File: config.mk
export PLATFORM = sky130hd
export DESIGN_NAME = gesture_match_ctrl
export DESIGN_NICKNAME = d
export VERILOG_FILES = /design/src/rtl/gesture_pkg.sv /design/src/rtl/vec_pingpong_buf.sv /design/src/rtl/gesture_match_ctrl.sv
export SDC_FILE = /design/constraint.sdc
export NUM_CORES = 1
export LEC_CHECK = 0
export ABC_AREA = 1
export CAP_MARGIN = 20
export CORE_ASPECT_RATIO = 0.8
export CORE_MARGIN = 2
export CORE_UTILIZATION = 30
export DETAILED_ROUTE_END_ITERATION = 16
export PLACE_DENSITY = 0.49
export SYNTH_ARGS = -nofsm -noshare
export SYNTH_HDL_FRONTEND = slang
export SYNTH_SLANG_ARGS = --single-unit
File: constraint.sdc
create_clock -name i_clk -period 2.9 [get_ports i_clk]
set_input_delay 0.87 -clock i_clk [delete_from_list [all_inputs] [get_ports i_clk]]
set_output_delay 0.87 -clock i_clk [all_outputs]
set_load 0.01 [all_outputs]
File: src/rtl/gesture_pkg.sv
// Shared types and sizing for the gesture match sequencer.
// Vector/score widths, library geometry, the controller state enum and the stream vector type.
package gesture_pkg;

    localparam int VW       = 6;
    localparam int SW       = 16;
    localparam int VEC_N    = 16;
    localparam int NUM_TMPL = 26;

    localparam int IDX_W  = $clog2(VEC_N);
    localparam int ADDR_W = $clog2(NUM_TMPL * VEC_N);
    localparam int TMPL_W = 5;

    localparam logic [TMPL_W-1:0] NO_MATCH = 5'd31;

    typedef enum logic [1:0] {
        ST_IDLE,
        ST_ISSUE,
        ST_DRAIN,
        ST_DONE
    } state_t;

    typedef struct packed {
        logic signed [VW-1:0] x;
        logic signed [VW-1:0] y;
    } vec_t;

endpackage

File: src/rtl/vec_pingpong_buf.sv
// Two-bank capture buffer for the motion-vector stream: fills one bank while the other is matched,
// tracks which full bank is oldest, and flags frames that arrive when the target bank is still busy.
module vec_pingpong_buf
    import gesture_pkg::*;
(
    input  logic             i_clk,
    input  logic             i_rst_n,
    input  logic             i_wr_valid,
    input  logic [IDX_W-1:0] i_wr_index,
    input  vec_t             i_wr_vec,
    input  logic             i_wr_frame_end,
    input  logic             i_release,
    input  logic             i_rel_bank,
    input  logic             i_rd_en,
    input  logic             i_rd_bank,
    input  logic [IDX_W-1:0] i_rd_index,
    output vec_t             o_rd_vec,
    output logic             o_any_full,
    output logic             o_oldest_bank,
    output logic             o_drop
);

    vec_t       mem [2][VEC_N];
    vec_t       rd_vec_q;
    logic [1:0] full_q;
    logic [1:0] full_cleared;
    logic [1:0] full_d;
    logic       wr_bank_q;
    logic       oldest_q;
    logic       drop_q;
    logic       bank_free;
    logic       frame_end;
    logic       accept_end;

    always_comb begin
        // NOTE: every signal written here gets a default first, so no path can leave it unassigned and infer a latch.
        full_cleared = full_q;
        if (i_release) begin
            full_cleared[i_rel_bank] = 1'b0;
        end
        // A bank being released this cycle is already free for the incoming frame.
        bank_free  = !full_cleared[wr_bank_q];
        frame_end  = i_wr_valid && i_wr_frame_end;
        accept_end = frame_end && bank_free;
        full_d     = full_cleared;
        if (accept_end) begin
            full_d[wr_bank_q] = 1'b1;
        end
    end

    // NOTE: the vector storage has no reset; the full flags alone decide whether a bank holds a frame.
    always_ff @(posedge i_clk) begin
        if (i_wr_valid && bank_free) begin
            mem[wr_bank_q][i_wr_index] <= i_wr_vec;
        end
    end

    always_ff @(posedge i_clk or negedge i_rst_n) begin
        // NOTE: sequential state uses non-blocking assignments so every register samples pre-edge values.
        if (!i_rst_n) begin
            full_q    <= '0;
            wr_bank_q <= 1'b0;
            oldest_q  <= 1'b0;
            drop_q    <= 1'b0;
            rd_vec_q  <= '0;
        end else begin
            full_q <= full_d;
            drop_q <= frame_end && !bank_free;
            if (accept_end) begin
                wr_bank_q <= ~wr_bank_q;
                oldest_q  <= full_cleared[~wr_bank_q] ? ~wr_bank_q : wr_bank_q;
            end
            if (i_rd_en) begin
                rd_vec_q <= mem[i_rd_bank][i_rd_index];
            end
        end
    end

    // With both banks full the older one wins; otherwise whichever single bank is full.
    assign o_oldest_bank = (&full_q) ? oldest_q : full_q[1];
    assign o_any_full    = |full_q;
    assign o_drop        = drop_q;
    assign o_rd_vec      = rd_vec_q;

endmodule

File: src/rtl/gesture_match_ctrl.sv
// Sequencer for the gesture dot-product engine: captures frames, streams vector/template pairs
// to the external MAC, and reports the best-scoring library template.
module gesture_match_ctrl
    import gesture_pkg::*;
#(
    parameter int THRESH = 0
) (
    input  logic                 i_clk,
    input  logic                 i_rst_n,
    input  logic                 i_valid,
    input  logic [IDX_W-1:0]     i_index,
    input  logic signed [VW-1:0] i_vec_x,
    input  logic signed [VW-1:0] i_vec_y,
    input  logic                 i_frame_end,
    output logic [ADDR_W-1:0]    o_lib_addr,
    output logic                 o_lib_rd,
    input  logic signed [VW-1:0] i_lib_x,
    input  logic signed [VW-1:0] i_lib_y,
    output logic                 o_mac_valid,
    output logic                 o_mac_first,
    output logic                 o_mac_last,
    output logic signed [VW-1:0] o_vec_x,
    output logic signed [VW-1:0] o_vec_y,
    output logic signed [VW-1:0] o_lib_x,
    output logic signed [VW-1:0] o_lib_y,
    input  logic                 i_dot_valid,
    input  logic signed [SW-1:0] i_dot,
    output logic                 o_valid,
    output logic [TMPL_W-1:0]    o_index,
    output logic signed [SW-1:0] o_score,
    output logic                 o_busy,
    output logic                 o_drop
);

    localparam logic [ADDR_W-1:0]    LAST_ADDR = ADDR_W'(NUM_TMPL * VEC_N - 1);
    localparam logic [TMPL_W-1:0]    RES_ALL   = TMPL_W'(NUM_TMPL);
    localparam logic [TMPL_W-1:0]    RES_PREV  = TMPL_W'(NUM_TMPL - 1);
    localparam logic [IDX_W-1:0]     LAST_ELEM = IDX_W'(VEC_N - 1);
    localparam logic signed [SW-1:0] THRESH_S  = SW'(THRESH);

    state_t                state_q;
    state_t                state_d;
    logic [ADDR_W-1:0]     cnt_q;
    logic [TMPL_W-1:0]     res_cnt_q;
    logic                  rd_bank_q;
    logic signed [SW-1:0]  best_score_q;
    logic [TMPL_W-1:0]     best_idx_q;
    logic                  best_vld_q;
    logic                  mac_valid_q;
    logic                  mac_first_q;
    logic                  mac_last_q;
    logic [TMPL_W-1:0]     out_index_q;
    logic signed [SW-1:0]  out_score_q;
    logic                  lib_rd;
    logic                  release_bank;
    logic                  dot_take;
    logic [TMPL_W-1:0]     final_index;
    logic                  any_full;
    logic                  oldest_bank;
    vec_t                  buf_vec;
    vec_t                  wr_vec;

    assign wr_vec = '{x: i_vec_x, y: i_vec_y};

    vec_pingpong_buf u_buf (
        .i_clk          (i_clk),
        .i_rst_n        (i_rst_n),
        .i_wr_valid     (i_valid),
        .i_wr_index     (i_index),
        .i_wr_vec       (wr_vec),
        .i_wr_frame_end (i_frame_end),
        .i_release      (release_bank),
        .i_rel_bank     (rd_bank_q),
        .i_rd_en        (lib_rd),
        .i_rd_bank      (rd_bank_q),
        .i_rd_index     (cnt_q[IDX_W-1:0]),
        .o_rd_vec       (buf_vec),
        .o_any_full     (any_full),
        .o_oldest_bank  (oldest_bank),
        .o_drop         (o_drop)
    );

    assign dot_take    = i_dot_valid && (state_q == ST_ISSUE || state_q == ST_DRAIN)
                         && (res_cnt_q < RES_ALL);
    assign final_index = (best_score_q < THRESH_S) ? NO_MATCH : best_idx_q;

    always_comb begin
        state_d      = state_q;
        lib_rd       = 1'b0;
        release_bank = 1'b0;
        unique case (state_q)
            ST_IDLE: begin
                if (any_full) state_d = ST_ISSUE;
            end
            ST_ISSUE: begin
                lib_rd = 1'b1;
                if (cnt_q == LAST_ADDR) state_d = ST_DRAIN;
            end
            ST_DRAIN: begin
                // Leave as the last result lands so o_valid follows it by one cycle.
                if (res_cnt_q == RES_ALL || (dot_take && res_cnt_q == RES_PREV)) begin
                    state_d = ST_DONE;
                end
            end
            ST_DONE: begin
                release_bank = 1'b1;
                state_d      = ST_IDLE;
            end
            default: state_d = ST_IDLE;
        endcase
    end

    always_ff @(posedge i_clk or negedge i_rst_n) begin
        if (!i_rst_n) begin
            state_q <= ST_IDLE;
        end else begin
            state_q <= state_d;
        end
    end

    always_ff @(posedge i_clk or negedge i_rst_n) begin
        if (!i_rst_n) begin
            cnt_q        <= '0;
            res_cnt_q    <= '0;
            rd_bank_q    <= 1'b0;
            best_score_q <= '0;
            best_idx_q   <= '0;
            best_vld_q   <= 1'b0;
            out_index_q  <= '0;
            out_score_q  <= '0;
        end else begin
            if (state_q == ST_IDLE && any_full) begin
                rd_bank_q  <= oldest_bank;
                cnt_q      <= '0;
                res_cnt_q  <= '0;
                best_vld_q <= 1'b0;
            end
            if (state_q == ST_ISSUE) begin
                cnt_q <= cnt_q + 1'b1;
            end
            // Results arrive in template order, so res_cnt is the template index; ties keep the lower one.
            if (dot_take) begin
                res_cnt_q <= res_cnt_q + 1'b1;
                if (!best_vld_q || i_dot > best_score_q) begin
                    best_score_q <= i_dot;
                    best_idx_q   <= res_cnt_q;
                    best_vld_q   <= 1'b1;
                end
            end
            if (state_q == ST_DONE) begin
                out_index_q <= final_index;
                out_score_q <= best_score_q;
            end
        end
    end

    // Pair qualifiers line up with the ROM data and buffer read that return one cycle after the read.
    always_ff @(posedge i_clk or negedge i_rst_n) begin
        if (!i_rst_n) begin
            mac_valid_q <= 1'b0;
            mac_first_q <= 1'b0;
            mac_last_q  <= 1'b0;
        end else begin
            mac_valid_q <= lib_rd;
            mac_first_q <= lib_rd && (cnt_q[IDX_W-1:0] == '0);
            mac_last_q  <= lib_rd && (cnt_q[IDX_W-1:0] == LAST_ELEM);
        end
    end

    assign o_lib_rd    = lib_rd;
    assign o_lib_addr  = lib_rd ? cnt_q : '0;
    assign o_mac_valid = mac_valid_q;
    assign o_mac_first = mac_first_q;
    assign o_mac_last  = mac_last_q;
    assign o_vec_x     = mac_valid_q ? buf_vec.x : '0;
    assign o_vec_y     = mac_valid_q ? buf_vec.y : '0;
    assign o_lib_x     = mac_valid_q ? i_lib_x : '0;
    assign o_lib_y     = mac_valid_q ? i_lib_y : '0;
    assign o_valid     = (state_q == ST_DONE);
    assign o_index     = (state_q == ST_DONE) ? final_index : out_index_q;
    assign o_score     = (state_q == ST_DONE) ? best_score_q : out_score_q;
    assign o_busy      = (state_q != ST_IDLE);

endmodule

==> flow_summary_export.csv <==
group,metric,value,unit
outcome,outcome,"completed",
timing,hold_viol,0,
worst_setup_path,worstPathRequired,2.03,ns
worst_setup_path,start_kind,"primary input",
worst_setup_path,worstReg2RegStart,"state_q[0]",
placed_design,dp_slack,0.0136,ns
routing,dr.pass1.iters,5,
worst_setup_path,rr_endpoint,"u_buf.mem[1][143]",
cells_and_area,multi_input_area,4920,sq um
global_route,grt_pass1_vias,12800,
power_and_ir_drop,clock_power_share,41.4,%
timing,hold-worst-slack,0.244,ns
synth,synth_nets,1711,
synth,avgSynthCellArea,11.7,sq um
global_route,antenna_found_initial,0,
run,maxCapViolations,0,
floorplanning,start_util,30.4,%
synth,seq_area_frac_synth,70.7,%
worst_setup_path,critical_path_arrival,1.97,ns
cells_and_area,fillers,6076,
routing,drt-initial-drc-count,1336,
routing,wl_met2,23.8,mm
synth,synthCells,1637,
worst_setup_path,path_class,"in -> out",
timing,setup_ws,0.0618,ns
synth,yosysTopAreaCellShare,60.3,%
power_and_ir_drop,combPwrFrac,10.6,%
floorplanning,die-area,65800,sq um
synth,yosysTopAreaCell,"edfxtp_1",
timing,fin_setup_tns,0,ns
floorplanning,rows,82,
worst_setup_path,worst-r2r-cell-count,11,
floorplanning,die_w,286,um
global_route,grt_pass1_wl,80.6,mm
power_and_ir_drop,switching_power,3960,uW
cts,clkTransAtPathRegs,0.06,ns
worst_setup_path,end_kind,"output pin",
synth,yosysUniqueCellTypes,39,
timing,fmaxAchievable,0.352,GHz
worst_setup_path,crit_fanout,1,
worst_setup_path,reg2reg_slack,0.41,ns
synth,syn_area,19100,sq um
routing,vias,13100,
global_route,track_usage,16.2,%
synth,synth_flop_cell,"edfxtp_1",
power_and_ir_drop,leakage,0.00889,uW
timing,tightest_slew,0.709,ns
cts,postCtsHoldBufs,0,
cts,clock_latency,0.61,ns
placed_design,io_buffers,109,
routing,wirelength,53.4,mm
cts,clock_sinks,464,
cells_and_area,syn_to_final_growth,24.5,%
timing,finClkSkew,0.0365,ns
routing,top_layer,"met4",
synth,synthArstFlopShare,17.2,%
routing,ant_nets,0,
cts,cts-root-buf,"clkbuf_16",
cells_and_area,drive_gt1_share,12.9,%
cts,cts_tree,"done",
routing,vias_per_cell,4.88,
cells_and_area,final_util,37.9,%
power_and_ir_drop,p_int,11900,uW
floorplanning,core_region_area,62900,sq um
timing,finalCriticalPeriod,2.84,ns
timing,drv_slew,0,
timing,fin_crit_sh,97.9,%
synth,yosys_warnings,0,
cts,cts_buffers,48,
cells_and_area,register_area,13500,sq um
min_path,min_path_type,"in -> async",
routing,wl_met1,25.4,mm
synth,synth-seq-cells,464,
global_route,grt_max_degree,78,
synth,yosys-top-cells-area,"edfxtp_1 60%, dfrtp_1 10%, nand2_1 5.0%",
floorplanning,die_h,230,um
placed_design,dp_hpwl,32.2,mm
power_and_ir_drop,seqPwrFrac,48.1,%
cts,htreeDepth,2,
placed_design,gp_congestion,0.778,
power_and_ir_drop,power_density,667,nW/um^2
timing,finalSetupViolations,0,
cts,clock_path_buffers,3,
routing,drc,0,
global_route,overflow,0,
floorplanning,io_pins,110,
routing,wl_met3,3.12,mm
power_and_ir_drop,peakVddDrop,453,uV
cells_and_area,nets,1884,
synth,synth-edff-count,384,
timing,relSlewSlack,52.8,%
power_and_ir_drop,total_power,15900,uW
power_and_ir_drop,swShare,24.9,%
routing,post_drt_wl_per_cell,19.9,um
==> synth_stat cells (all sizes together) (25+ instances only) <==
| cell | number |
|---|---|
| o22ai | 62 |
| buf | 41 |
| ha | 25 |
| inv | 93 |
| nand3 | 79 |
| clkbuf | 53 |
| nand2 | 254 |
| nor2 | 249 |
| dfrtp | 80 |
| o21ai | 228 |
| o221ai | 35 |
| edfxtp | 384 |
==> cell families after synthesis <==
| family | share of synthesized area (%) |
|---|---|
| AOI/OAI and AO/OA | 10.8 |
| xor gates and xnor gates | 0.137 |
| adders and majority gates | 1.63 |
| buffers and inverters | 4.21 |
| DFF | 70.7 |
| muxes | 0.170 |
| and+or+nand+nor | 12.3 |
==> final cells by class <==
type | instances | share of cell area, %
diodes | 1 | 0.0105
clock buffers | 56 | 5.17
clock inverters | 33 | 1.90
inverters | 97 | 1.58
multi-input cells | 982 | 20.7
flip-flops and latches | 464 | 56.8
well taps | 840 | 4.41
repair buffers | 217 | 9.46
==> state kept, by name (all words and copies together) (netlist names), 2 cells and up <==
signal / count
u_buf.mem: 384
out_score_q: 16
u_buf.full_q: 2
best_score_q: 16
u_buf.o_rd_vec: 12
cnt_q: 9
out_index_q: 5
res_cnt_q: 5
state_q: 2
best_idx_q: 5
==> stage by stage <==
| step | instance area, sq um | instances |
|---|---|---|
| 6_report | 23800 | 2690 |
| 5_1_grt | 23800 | 2689 |
| 3_3_place_gp | 22000 | 2595 |
| 4_1_cts | 23800 | 2686 |
| 2_1_floorplan | 19100 | 1637 |
| 3_5_place_dp | 22000 | 2595 |
==> layer usage <==
layer	track usage, %	vias to the layer above
met4	4.35	0
met5	0	-
met2	24.8	378
li1	-	6175
met3	2.45	79
met1	23.8	6501
==> placed cells by master, fill, tap and decap left out, types with 9 or more instances in the layout <==
cell               n
inv_1             85
clkinv_1          10
edfxtp_1         384
dlygate4sd2_1      9
ha_1              23
nand2_1          250
clkdlybuf4s50_1   75
bufinv_16          9
o21ai_1           83
nand3_1           78
o211ai_1          10
nor2_1           249
buf_12            30
a21oi_1           14
clkbuf_16         48
dfrtp_1           78
o221ai_1          35
o21ai_0          132
clkinv_2          10
o22ai_1           62
buf_4             78
==> critical path: stages <==
cell and delay [ns]:
clkdlybuf4s50_1 0.45, nand2_1 0.06, inv_1 0.06, clkdlybuf4s50_1 0.53
==> power by group through the flow <==
stage	Sequential (uW)	Clock, uW	Combinational (uW)
floorplan	7720	0	966
global placement	7770	0	1640
detailed placement	7770	0	1670
CTS	7630	6730	1690
global route	7660	7000	1920
finish	7630	6570	1680
==> how the worst max path moves through the flow <==
stage | from | endpoint | slack, ns | cells past startpoint
3_5_place_dp | i_dot[15] | best_idx_q[1] | 0.01 | 16
2_1_floorplan | state_q[0] | u_buf.mem[0][180] | 0.28 | 8
5_1_grt | state_q[0] | o_score[12] | -0.01 | 6
4_1_cts | state_q[1] | o_lib_addr[2] | -0.19 | 6
3_3_place_gp | i_dot[15] | best_score_q[0] | -0.0004 | 16
6_report | i_lib_x[1] | o_lib_x[1] | 0.06 | 4
==> repair_timing <==
action | in CTS | in global routing
endpoints found under the setup margin | 32 | 25
gates cloned | 1 | 0
resized for setup | 82 | 42
buffers inserted | 1 | 3
Note: power is estimated with default switching activity, not from simulation.
